[src/rtl/bnn_pkg.sv]
// Shared constants, FSM encoding and address helper for the bnn_core feeder.
package bnn_pkg;

  localparam int IN_CHANNEL    = 3;
  localparam int OUT_CHANNEL   = 3;
  localparam int WEGT_WIDTH    = 3;
  localparam int IN_DATA_WIDTH = 28;
  localparam int WEGT_SIZE     = 27;
  localparam int CORE_DELAY    = 5;
  localparam int ROW_GAP       = 2;
  localparam int IMG_AW        = 7;
  localparam int WGT_AW        = 2;
  localparam int OUT_ROWS      = IN_DATA_WIDTH - WEGT_WIDTH + 1;
  localparam int ROW_W         = 5;
  localparam int CHAN_W        = $clog2(IN_CHANNEL);
  localparam int GAP_W         = $clog2(ROW_GAP + 1);

  typedef enum logic [2:0] {
    S_IDLE  = 3'd0,
    S_WRD   = 3'd1,
    S_WCAP  = 3'd2,
    S_ROW   = 3'd3,
    S_GAP   = 3'd4,
    S_DRAIN = 3'd5
  } state_t;

  // Image memory holds rows channel-interleaved: row*IN_CHANNEL + chan.
  function automatic logic [IMG_AW-1:0] img_addr(input logic [ROW_W-1:0]  row,
                                                 input logic [CHAN_W-1:0] chan);
    return IMG_AW'(row) * IMG_AW'(IN_CHANNEL) + IMG_AW'(chan);
  endfunction

endpackage

[src/rtl/bnn_calc_strobe_gen.sv]
// Calc-valid shift register for the core pipeline, carrying each row's
// (channel, output row) tag alongside so it lands with the core's o_valid.
module bnn_calc_strobe_gen
  import bnn_pkg::*;
(
  input  logic                  clk,
  input  logic                  reset_n,
  input  logic                  fire,
  input  logic [WGT_AW-1:0]     fire_ch,
  input  logic [ROW_W-1:0]      fire_row,
  output logic [CORE_DELAY-1:0] calc_valid,
  output logic [WGT_AW-1:0]     tag_ch,
  output logic [ROW_W-1:0]      tag_row
);

  logic [WGT_AW-1:0] ch_pipe_r  [CORE_DELAY];
  logic [ROW_W-1:0]  row_pipe_r [CORE_DELAY];

  // Strobe and tag pipelines advance together every cycle.
  always_ff @(posedge clk or negedge reset_n) begin
    if (!reset_n) begin
      calc_valid <= '0;
      tag_ch     <= '0;
      tag_row    <= '0;
      for (int i = 0; i < CORE_DELAY; i++) begin
        ch_pipe_r[i]  <= '0;
        row_pipe_r[i] <= '0;
      end
    end else begin
      calc_valid    <= {calc_valid[CORE_DELAY-2:0], fire};
      ch_pipe_r[0]  <= fire_ch;
      row_pipe_r[0] <= fire_row;
      for (int i = 1; i < CORE_DELAY; i++) begin
        ch_pipe_r[i]  <= ch_pipe_r[i-1];
        row_pipe_r[i] <= row_pipe_r[i-1];
      end
      if (calc_valid[CORE_DELAY-1]) begin
        tag_ch  <= ch_pipe_r[CORE_DELAY-1];
        tag_row <= row_pipe_r[CORE_DELAY-1];
      end
    end
  end

endmodule

[src/rtl/bnn_core_feeder.sv]
// Layer sequencer for bnn_core: per output channel loads the weight word, then
// streams every image row channel-interleaved with gaps, and raises calc strobes.
module bnn_core_feeder
  import bnn_pkg::*;
(
  input  logic                     clk,
  input  logic                     reset_n,
  input  logic                     i_start,
  output logic                     o_busy,
  output logic                     o_done,
  output logic                     o_img_rd_en,
  output logic [IMG_AW-1:0]        o_img_addr,
  input  logic [IN_DATA_WIDTH-1:0] i_img_rd_data,
  output logic                     o_wgt_rd_en,
  output logic [WGT_AW-1:0]        o_wgt_addr,
  input  logic [WEGT_SIZE-1:0]     i_wgt_rd_data,
  output logic [WEGT_SIZE-1:0]     o_weight,
  output logic [IN_DATA_WIDTH-1:0] o_data,
  output logic                     o_valid,
  output logic [CORE_DELAY-1:0]    o_calc_valid,
  output logic [WGT_AW-1:0]        o_tag_ch,
  output logic [ROW_W-1:0]         o_tag_row
);

  state_t            state_r, state_nx;
  logic [WGT_AW-1:0] ch_r, ch_nx;
  logic [ROW_W-1:0]  row_r, row_nx;
  logic [CHAN_W-1:0] chan_r, chan_nx;
  logic [GAP_W-1:0]  gap_r, gap_nx;
  logic              done_nx;

  logic              last_rd_r, fire_r;
  logic [WGT_AW-1:0] last_ch_r, fire_ch_r;
  logic [ROW_W-1:0]  last_row_r, fire_row_r;

  // State and loop counters.
  always_ff @(posedge clk or negedge reset_n) begin
    if (!reset_n) begin
      state_r <= S_IDLE;
      ch_r    <= '0;
      row_r   <= '0;
      chan_r  <= '0;
      gap_r   <= '0;
    end else begin
      state_r <= state_nx;
      ch_r    <= ch_nx;
      row_r   <= row_nx;
      chan_r  <= chan_nx;
      gap_r   <= gap_nx;
    end
  end

  // Next-state and counter sequencing.
  always_comb begin
    state_nx = state_r;
    ch_nx    = ch_r;
    row_nx   = row_r;
    chan_nx  = chan_r;
    gap_nx   = gap_r;
    done_nx  = 1'b0;
    case (state_r)
      S_IDLE: begin
        if (i_start) begin
          state_nx = S_WRD;
          ch_nx    = '0;
          row_nx   = '0;
          chan_nx  = '0;
          gap_nx   = '0;
        end else begin
          state_nx = S_IDLE;
        end
      end
      S_WRD:  state_nx = S_WCAP;
      S_WCAP: begin
        state_nx = S_ROW;
        chan_nx  = '0;
      end
      S_ROW: begin
        if (chan_r == CHAN_W'(IN_CHANNEL - 1)) begin
          state_nx = S_GAP;
          gap_nx   = '0;
        end else begin
          chan_nx = chan_r + CHAN_W'(1);
        end
      end
      S_GAP: begin
        if (gap_r == GAP_W'(ROW_GAP - 1)) begin
          if (row_r < ROW_W'(IN_DATA_WIDTH - 1)) begin
            row_nx   = row_r + ROW_W'(1);
            chan_nx  = '0;
            state_nx = S_ROW;
          end else if (ch_r < WGT_AW'(OUT_CHANNEL - 1)) begin
            ch_nx    = ch_r + WGT_AW'(1);
            row_nx   = '0;
            state_nx = S_WRD;
          end else begin
            state_nx = S_DRAIN;
          end
        end else begin
          gap_nx = gap_r + GAP_W'(1);
        end
      end
      // Only the final row's strobe can still be in flight once here.
      S_DRAIN: begin
        if (o_calc_valid[CORE_DELAY-1]) begin
          state_nx = S_IDLE;
          done_nx  = 1'b1;
        end else begin
          state_nx = S_DRAIN;
        end
      end
      default: state_nx = S_IDLE;
    endcase
  end

  // Registered memory/control outputs, decoded from the upcoming state.
  always_ff @(posedge clk or negedge reset_n) begin
    if (!reset_n) begin
      o_busy      <= 1'b0;
      o_done      <= 1'b0;
      o_wgt_rd_en <= 1'b0;
      o_wgt_addr  <= '0;
      o_img_rd_en <= 1'b0;
      o_img_addr  <= '0;
      o_weight    <= '0;
      o_valid     <= 1'b0;
      last_rd_r   <= 1'b0;
      last_ch_r   <= '0;
      last_row_r  <= '0;
      fire_r      <= 1'b0;
      fire_ch_r   <= '0;
      fire_row_r  <= '0;
    end else begin
      o_busy      <= (state_nx != S_IDLE);
      o_done      <= done_nx;
      o_wgt_rd_en <= (state_nx == S_WRD);
      o_wgt_addr  <= ch_nx;
      o_img_rd_en <= (state_nx == S_ROW);
      o_img_addr  <= (state_nx == S_ROW) ? img_addr(row_nx, chan_nx) : '0;
      if (state_r == S_WCAP) begin
        o_weight <= i_wgt_rd_data;
      end
      o_valid     <= o_img_rd_en;
      // Priming rows fill the line buffer but produce no calc.
      last_rd_r   <= (state_nx == S_ROW) && (chan_nx == CHAN_W'(IN_CHANNEL - 1)) &&
                     (row_nx >= ROW_W'(WEGT_WIDTH - 1));
      last_ch_r   <= ch_nx;
      last_row_r  <= row_nx - ROW_W'(WEGT_WIDTH - 1);
      fire_r      <= last_rd_r;
      fire_ch_r   <= last_ch_r;
      fire_row_r  <= last_row_r;
    end
  end

  // Read data arrives one cycle after rd_en, already aligned with o_valid.
  assign o_data = o_valid ? i_img_rd_data : '0;

  bnn_calc_strobe_gen u_strobe (
    .clk        (clk),
    .reset_n    (reset_n),
    .fire       (fire_r),
    .fire_ch    (fire_ch_r),
    .fire_row   (fire_row_r),
    .calc_valid (o_calc_valid),
    .tag_ch     (o_tag_ch),
    .tag_row    (o_tag_row)
  );

endmodule

[config.mk]
export PLATFORM = sky130hd
export DESIGN_NAME = bnn_core_feeder
export DESIGN_NICKNAME = d
export VERILOG_FILES = /design/src/rtl/bnn_pkg.sv /design/src/rtl/bnn_calc_strobe_gen.sv /design/src/rtl/bnn_core_feeder.sv
export SDC_FILE = /design/constraint.sdc
export NUM_CORES = 1
export LEC_CHECK = 0
export CAP_MARGIN = 25
export CORE_ASPECT_RATIO = 1.2
export CORE_MARGIN = 1
export CORE_UTILIZATION = 35
export CTS_BUF_LIST = sky130_fd_sc_hd__clkbuf_2
export CTS_CLUSTER_DIAMETER = 50
export DETAILED_ROUTE_END_ITERATION = 12
export GPL_TIMING_DRIVEN = 0
export PLACE_DENSITY = 0.67
export SLEW_MARGIN = 40
export SYNTH_ARGS = -nofsm -noshare
export SYNTH_HDL_FRONTEND = slang
export SYNTH_SLANG_ARGS = --single-unit
export TNS_END_PERCENT = 50
[constraint.sdc]
create_clock -name clk -period 8.75 [get_ports clk]
set_clock_uncertainty 0.2 [all_clocks]
set_input_delay 1.3125 -clock clk [delete_from_list [all_inputs] [get_ports clk]]
set_output_delay 1.3125 -clock clk [all_outputs]
set_load 0.05 [all_outputs]
==> results of run 1 <==
-- sequential cells by signal, summed over array words and instances, names as in the netlist --
signal and count:
fire_r 1, fire_ch_r 2, o_wgt_rd_en 1, o_done 1
chan_r 2, u_strobe.tag_row 5, state_r 3, u_strobe.calc_valid 5
last_rd_r 1, row_r 4, o_img_rd_en 1, last_row_r 5
o_busy 1, o_img_addr 7, u_strobe.ch_pipe_r 10, u_strobe.row_pipe_r 25
o_valid 1, o_weight 27, last_ch_r 2, fire_row_r 5
gap_r 2, u_strobe.tag_ch 2
-- worst max-delay path, cell delays in order --
cell and delay [ps]:
clkdlybuf4s50_1 480, and2_1 130, clkdlybuf4s50_1 800
-- cell type report --
class	instances	area share (%)
sequential	113	43.8
multi-input combinational	195	24.7
timing repair buffer	139	21.9
tap	164	3.18
clock inverter	12	2.54
clock buffer	20	1.55
buffer	10	1.28
inverter	16	0.931
antenna	1	0.0388
-- synth_stat cells, types with 2 or more instances --
cell       count  share of area (%)
a21o_1         2               0.33
a21oi_1        7               0.77
a21oi_2        2               0.38
a2bb2oi_1      2               0.38
a31o_2         2               0.38
a41oi_1        2               0.38
and2_1        33                4.5
buf_4          3               0.49
buf_6          3               0.74
clkbuf_1       3               0.25
dfrtp_1      113                 62
fa_1           2               0.88
ha_1          19                5.2
inv_1         15                1.2
mux2_2        35                8.6
mux2i_1        2               0.44
nand2_1       25                2.1
nand2b_1       3               0.41
nand3_1        3               0.33
nor2_1         8               0.66
nor2_4         2               0.49
nor2b_1        4               0.55
nor3b_1        2               0.33
o21a_1         2               0.33
o21ai_0       10                1.1
xnor2_1        4               0.77
-- logic make-up after synthesis --
family                   share of synthesized area (%)
AO/OA/AOI/OAI                                     7.81
XOR/XNOR                                         0.959
adder cells (fa/ha/maj)                           6.08
buffers and inverters                             3.12
flip-flops                                        61.9
multiplexers                                      9.07
AND/OR/NAND/NOR                                   11.0
-- metrics by stage --
| stage | instances | hold slack (ps) | instance area [µm²] |
|---|---|---|---|
| 6_report | 670 | 148 | 6450 |
| 5_1_grt | 670 | 159 | 6450 |
| 4_1_cts | 669 | 155 | 6450 |
| 3_3_place_gp | 636 | 131 | 6150 |
| 2_1_floorplan | 334 | 131 | 4570 |
| 3_5_place_dp | 637 | 135 | 6180 |
-- routing by layer --
layer | vias to the layer above | global-route usage, %
li1 | 1451 | -
met2 | 100 | 22.9
met3 | 17 | 4.85
met5 | - | 0
met1 | 1512 | 16.8
met4 | 0 | 7.76
-- power breakdown --
| group | switching, mW | internal, mW |
|---|---|---|
| registers | 0.00299 | 0.529 |
| clock network | 0.185 | 0.188 |
| logic | 0.0406 | 0.0386 |
| total | 0.229 | 0.756 |
-- path summary, 6_finish.rpt --
check	startpoint	slack, ps	to	cells past startpoint
worst max-delay path	i_img_rd_data[20]	4510	o_data[20]	3
worst min-delay path	u_strobe.row_pipe_r[24]	150	u_strobe.row_pipe_r[19]	0
worst max register to register	gap_r[1]	5030	o_img_addr[5]	14
worst min register to register	u_strobe.row_pipe_r[24]	150	u_strobe.row_pipe_r[19]	0
max in group asynchronous	reset_n	7390	o_done	2
min in group asynchronous	reset_n	300	o_weight[20]	1
==> impl_metrics.env, run 1 <==
export IMPL_status="finished, final reports clean"
export IMPL_io_buffers=138
export IMPL_fin_crit_sh_pct=48.5
export IMPL_dieWidth_um=106
export IMPL_met3_length_um=489
export IMPL_ys_flop_type="dfrtp_1"
export IMPL_dr_pass1_iters=4
export IMPL_endpoint_kind="primary output"
export IMPL_grt_first_pass_wirelength_um=14700
export IMPL_cts_hold_buffers=0
export IMPL_synth_warning_count=0
export IMPL_multiInputGateArea_um2=1600
export IMPL_worstHoldPathType="reg2reg"
export IMPL_cts_reportedPaths_clkPinSlew_ps=160
export IMPL_final_nets=571
export IMPL_syn_inst=334
export IMPL_timing_final_hold_violations=0
export IMPL_vdd_drop_max_v=0.0000848
export IMPL_async_flop_share_pct=100
export IMPL_grt_pass1_vias=3024
export IMPL_die_h_um=127
export IMPL_clock_path_buffers=2
export IMPL_postRouteAntennaNets=0
export IMPL_wirelength_um=9150
export IMPL_top_layer_used="met4"
export IMPL_dr_wl_met2_um=4670
export IMPL_core_um2=12700
export IMPL_synth_edf_count=0
export IMPL_overflow=0
export IMPL_clock_latency_ps=640
export IMPL_ys_seq_elements=113
export IMPL_drt_first_iter_violations=179
export IMPL_post_route_min_period_ps=4240
export IMPL_cts_sinks=113
export IMPL_htree_levels=4
export IMPL_grt_max_degree=80
export IMPL_start_kind="input pin"
export IMPL_clockRootBuffer="clkbuf_2"
export IMPL_avgSynthCellArea_um2=13.7
export IMPL_post_place_ws_ps=4140
export IMPL_drc=0
export IMPL_wl_met1_um=3790
export IMPL_setup_violations_final=0
export IMPL_dp_hpwl_um=6720
export IMPL_slew_violations=0
export IMPL_crit_arrival_ps=2730
export IMPL_antenna_found_initial=1
export IMPL_pin_count=139
export IMPL_netlist_area_um2=4570
export IMPL_post_drt_wl_per_cell_um=13.7
export IMPL_drive_gt1_share_pct=18.2
export IMPL_vias_per_cell=4.60
export IMPL_fmax_mhz=236
export IMPL_worst_slew_pin_slew_ps=605
export IMPL_cts_repair_resized=0
export IMPL_power_mw=0.985
export IMPL_path_class="in2out"
export IMPL_setup_ws_ps=4510
export IMPL_power_leakage_nw=2.78
export IMPL_crit_required_ps=7240
export IMPL_final_common_cell="clkdlybuf4s50_1"
export IMPL_max_cap_viol_count=0
export IMPL_rsz0062_at_grt="no"
export IMPL_critPathMaxFanout=1
export IMPL_area_growth_pct=41.3
export IMPL_cts_buffers=17
export IMPL_grt_use_total_pct=14.3
export IMPL_slew_headroom_pct=59.7
export IMPL_fin_tns_setup_ps=0
export IMPL_ys_seq_area_share_pct=61.9
export IMPL_synth_cell_type_count=52
export IMPL_fillCellCount=1110
export IMPL_seq_area_um2=2830
export IMPL_gp_congestion=0.841
export IMPL_routed_via_count=3080
export IMPL_synthesis_nets=413
export IMPL_tritoncts="yes"
export IMPL_power_density_nw_per_um2=153
export IMPL_cts_setup_buffers=0
export IMPL_mostFrequentLayoutCells="clkdlybuf4s50_1, dfrtp_1, mux2_2, and2_1, nand2_1"
export IMPL_die_area_um2=13500
export IMPL_start_util_pct=36.0
export IMPL_rows=45
export IMPL_final_util_pct=50.9
(Power assumes the default switching activity.)
==> run 2: changes to the inputs <==
--- a/config.mk
+++ b/config.mk
@@ -13,7 +13,7 @@
 export CTS_CLUSTER_DIAMETER = 50
 export DETAILED_ROUTE_END_ITERATION = 12
 export GPL_TIMING_DRIVEN = 0
-export PLACE_DENSITY = 0.67
+export PLACE_DENSITY = 0.69
 export SLEW_MARGIN = 40
 export SYNTH_ARGS = -nofsm -noshare
 export SYNTH_HDL_FRONTEND = slang
==> constraint.sdc (replaced) <==
create_clock -name clk -period 3.8 [get_ports clk]
set_clock_uncertainty 0.2 [all_clocks]
set_input_delay 0.57 -clock clk [delete_from_list [all_inputs] [get_ports clk]]
set_output_delay 0.57 -clock clk [all_outputs]
set_load 0.05 [all_outputs]
==> run 2 against run 1 <==
Global-route usage about the same. Wire length increased by 2.1%. Worst hold slack better by 8.9 ps. Clock power rose to 2.6 times the previous value. Via count grew 0.32%. Register-to-register slack got worse by 4800 ps. Worst setup slack worse by 4300 ps. Flip-flop and latch count did not move. Final cell count increased by 0.15%. Sequential share of layout area fell by 0.51 points. First-iteration DRC count rose by 26%. Design area is 1.2% higher. Largest cell class unchanged. Largest power group unchanged.
==> impl_metrics.env, run 2 (synthesis gave the netlist of run 1 again) <==
export IMPL_status="finished, final reports clean"
export IMPL_cp_cell_sequence="inv_1 -> ha_4 -> and4bb_2 -> nand2_1 -> o221ai_4 -> inv_1 -> fa_1 -> inv_1 -> ha_1 -> fa_1 -> a21o_1 -> a21oi_1 -> xor2_1 -> nor2_1"
export IMPL_io_buffers=138
export IMPL_overflow=0
export IMPL_grt_max_degree=64
export IMPL_worstHoldPathType="reg2reg"
export IMPL_start_kind="flip-flop"
export IMPL_crit_required_ps=4140
export IMPL_power_mw=2.37
export IMPL_grt_use_total_pct=14.2
export IMPL_slew_headroom_pct=64.6
export IMPL_timing_final_hold_violations=0
export IMPL_clockRootBuffer="clkbuf_2"
export IMPL_slew_violations=0
export IMPL_htree_levels=4
export IMPL_fmax_mhz=277
export IMPL_max_flop_register="o_weight"
export IMPL_die_area_um2=13500
export IMPL_vdd_drop_max_v=0.000172
export IMPL_gp_congestion=0.845
export IMPL_core_um2=12700
export IMPL_final_nets=572
export IMPL_critPathMaxFanout=9
export IMPL_grt_pass1_vias=3159
export IMPL_clock_path_buffers=2
export IMPL_rows=45
export IMPL_slowest_delay_ps=490
export IMPL_top_regs="o_weight (27), u_strobe.row_pipe_r (25), u_strobe.ch_pipe_r (10)"
export IMPL_final_util_pct=51.5
export IMPL_routed_via_count=3090
export IMPL_grt_first_pass_wirelength_um=15000
export IMPL_dp_hpwl_um=6810
export IMPL_crit_top_cell="inv_1"
export IMPL_drive_gt1_share_pct=18.8
export IMPL_tritoncts="yes"
export IMPL_worst_slew_pin_slew_ps=529
export IMPL_max_cap_viol_count=0
export IMPL_cts_reportedPaths_clkPinSlew_ps=190
export IMPL_drt_first_iter_violations=226
export IMPL_mostFrequentLayoutCells="clkdlybuf4s50_1, dfrtp_1, mux2_2, and2_1, nand2_1"
export IMPL_wirelength_um=9340
export IMPL_rsz0062_at_grt="no"
export IMPL_setup_violations_final=0
export IMPL_dr_pass1_iters=4
export IMPL_dieWidth_um=106
export IMPL_antenna_found_initial=0
export IMPL_power_density_nw_per_um2=364
export IMPL_area_growth_pct=43.0
export IMPL_power_leakage_nw=2.80
export IMPL_pin_count=139
export IMPL_vias_per_cell=4.61
export IMPL_cts_sinks=113
export IMPL_die_h_um=127
export IMPL_postRouteAntennaNets=0
export IMPL_start_util_pct=36.0
export IMPL_path_class="reg2reg"
export IMPL_cts_buffers=17
export IMPL_cts_setup_buffers=0
export IMPL_slowest_stage="fa_1"
export IMPL_drc=0
export IMPL_clock_latency_ps=620
export IMPL_post_drt_wl_per_cell_um=13.9
export IMPL_endpoint_kind="flip-flop"
export IMPL_final_common_cell="clkdlybuf4s50_1"
export IMPL_fin_tns_setup_ps=0
export IMPL_crit_arrival_ps=3940
export IMPL_largest_reg_flops=27
export IMPL_post_route_min_period_ps=3600
export IMPL_whs_ps=157
export IMPL_fin_crit_sh_pct=94.9
==> run 2: worst paths after layout <==
path	start	endpoint	slack, ps	depth (start not counted)
worst max-delay path	gap_r[1]	o_img_addr[5]	200	14
worst min-delay path	u_strobe.row_pipe_r[10]	u_strobe.row_pipe_r[5]	160	0
worst max register to register	gap_r[1]	o_img_addr[5]	200	14
worst min register to register	u_strobe.row_pipe_r[10]	u_strobe.row_pipe_r[5]	160	0
max in group asynchronous	reset_n	fire_ch_r[1]	2550	3
min in group asynchronous	reset_n	u_strobe.row_pipe_r[2]	230	2
==> run 2: layout make-up <==
cell class	instances	area (µm²)
clock buffer	17	85.1
timing repair buffer	140	1420
fill	1068	6140
clock inverter	15	221
sequential	113	2830
inverter	16	60.1
multi-input combinational	195	1620
buffer	10	82.6
tap	164	205
antenna	1	2.50
==> run 2: per-stage QoR <==
stage,instances,setup slack (ps),cell area [µm²]
after global routing,670,40.8,6530
after global placement,636,-2140,6150
after CTS,670,51.1,6500
final,671,195,6530
after detailed placement,637,-58.9,6180
after floorplan,334,374,4570
==> run 2: layer usage <==
| layer | vias up | global-route usage [%] | wire (µm) |
|---|---|---|---|
| met5 | - | 0 | 0 |
| met4 | 0 | 5.72 | 139 |
| met3 | 10 | 3.98 | 414 |
| met2 | 89 | 24.9 | 5070 |
| met1 | 1523 | 16.4 | 3710 |
| li1 | 1468 | - | - |
==> run 2: worst max-delay path: cells and delay by family (launching register included) <==
kind | cells | cell delay [ps]
adder cells (fa/ha/maj) | 4 | 1360
AO/OA/AOI/OAI | 3 | 610
AND/OR/NAND/NOR | 3 | 480
flip-flops | 1 | 420
buffers and inverters | 3 | 280
XOR/XNOR | 1 | 170
==> run 2: report_power, final <==
group          internal [mW]  switching, mW  leakage [nW]  total [mW]
combinational         0.0896         0.0942          1.26       0.184
sequential              1.22        0.00678          1.36        1.22
clock                  0.457          0.509         0.178       0.966
total                   1.76          0.610          2.80        2.37
==> run 2: repair_timing <==
action,in CTS,in global routing
setup endpoints to repair,1,1
endpoints found under the hold margin,76,0
hold buffers,1,0
pin swaps,0,0
resized for setup,1,2
==> run 3: changes to the inputs <==
--- a/config.mk
+++ b/config.mk
@@ -14,6 +14,7 @@
 export DETAILED_ROUTE_END_ITERATION = 12
 export GPL_TIMING_DRIVEN = 0
 export PLACE_DENSITY = 0.69
+export SETUP_SLACK_MARGIN = 0.05
 export SLEW_MARGIN = 40
 export SYNTH_ARGS = -nofsm -noshare
 export SYNTH_HDL_FRONTEND = slang
==> constraint.sdc (replaced) <==
create_clock -name clk -period 3.8 [get_ports clk]
set_clock_uncertainty 0.2 [all_clocks]
set_input_delay 0.76 -clock clk [delete_from_list [all_inputs] [get_ports clk]]
set_output_delay 0.76 -clock clk [all_outputs]
set_load 0.05 [all_outputs]
==> results of run 3 <==
Same layout as run 2 (identical final DEF). Status: finished, final reports clean.
Among the figures that moved: setup slack after placement -58.9 ps -> -249 ps
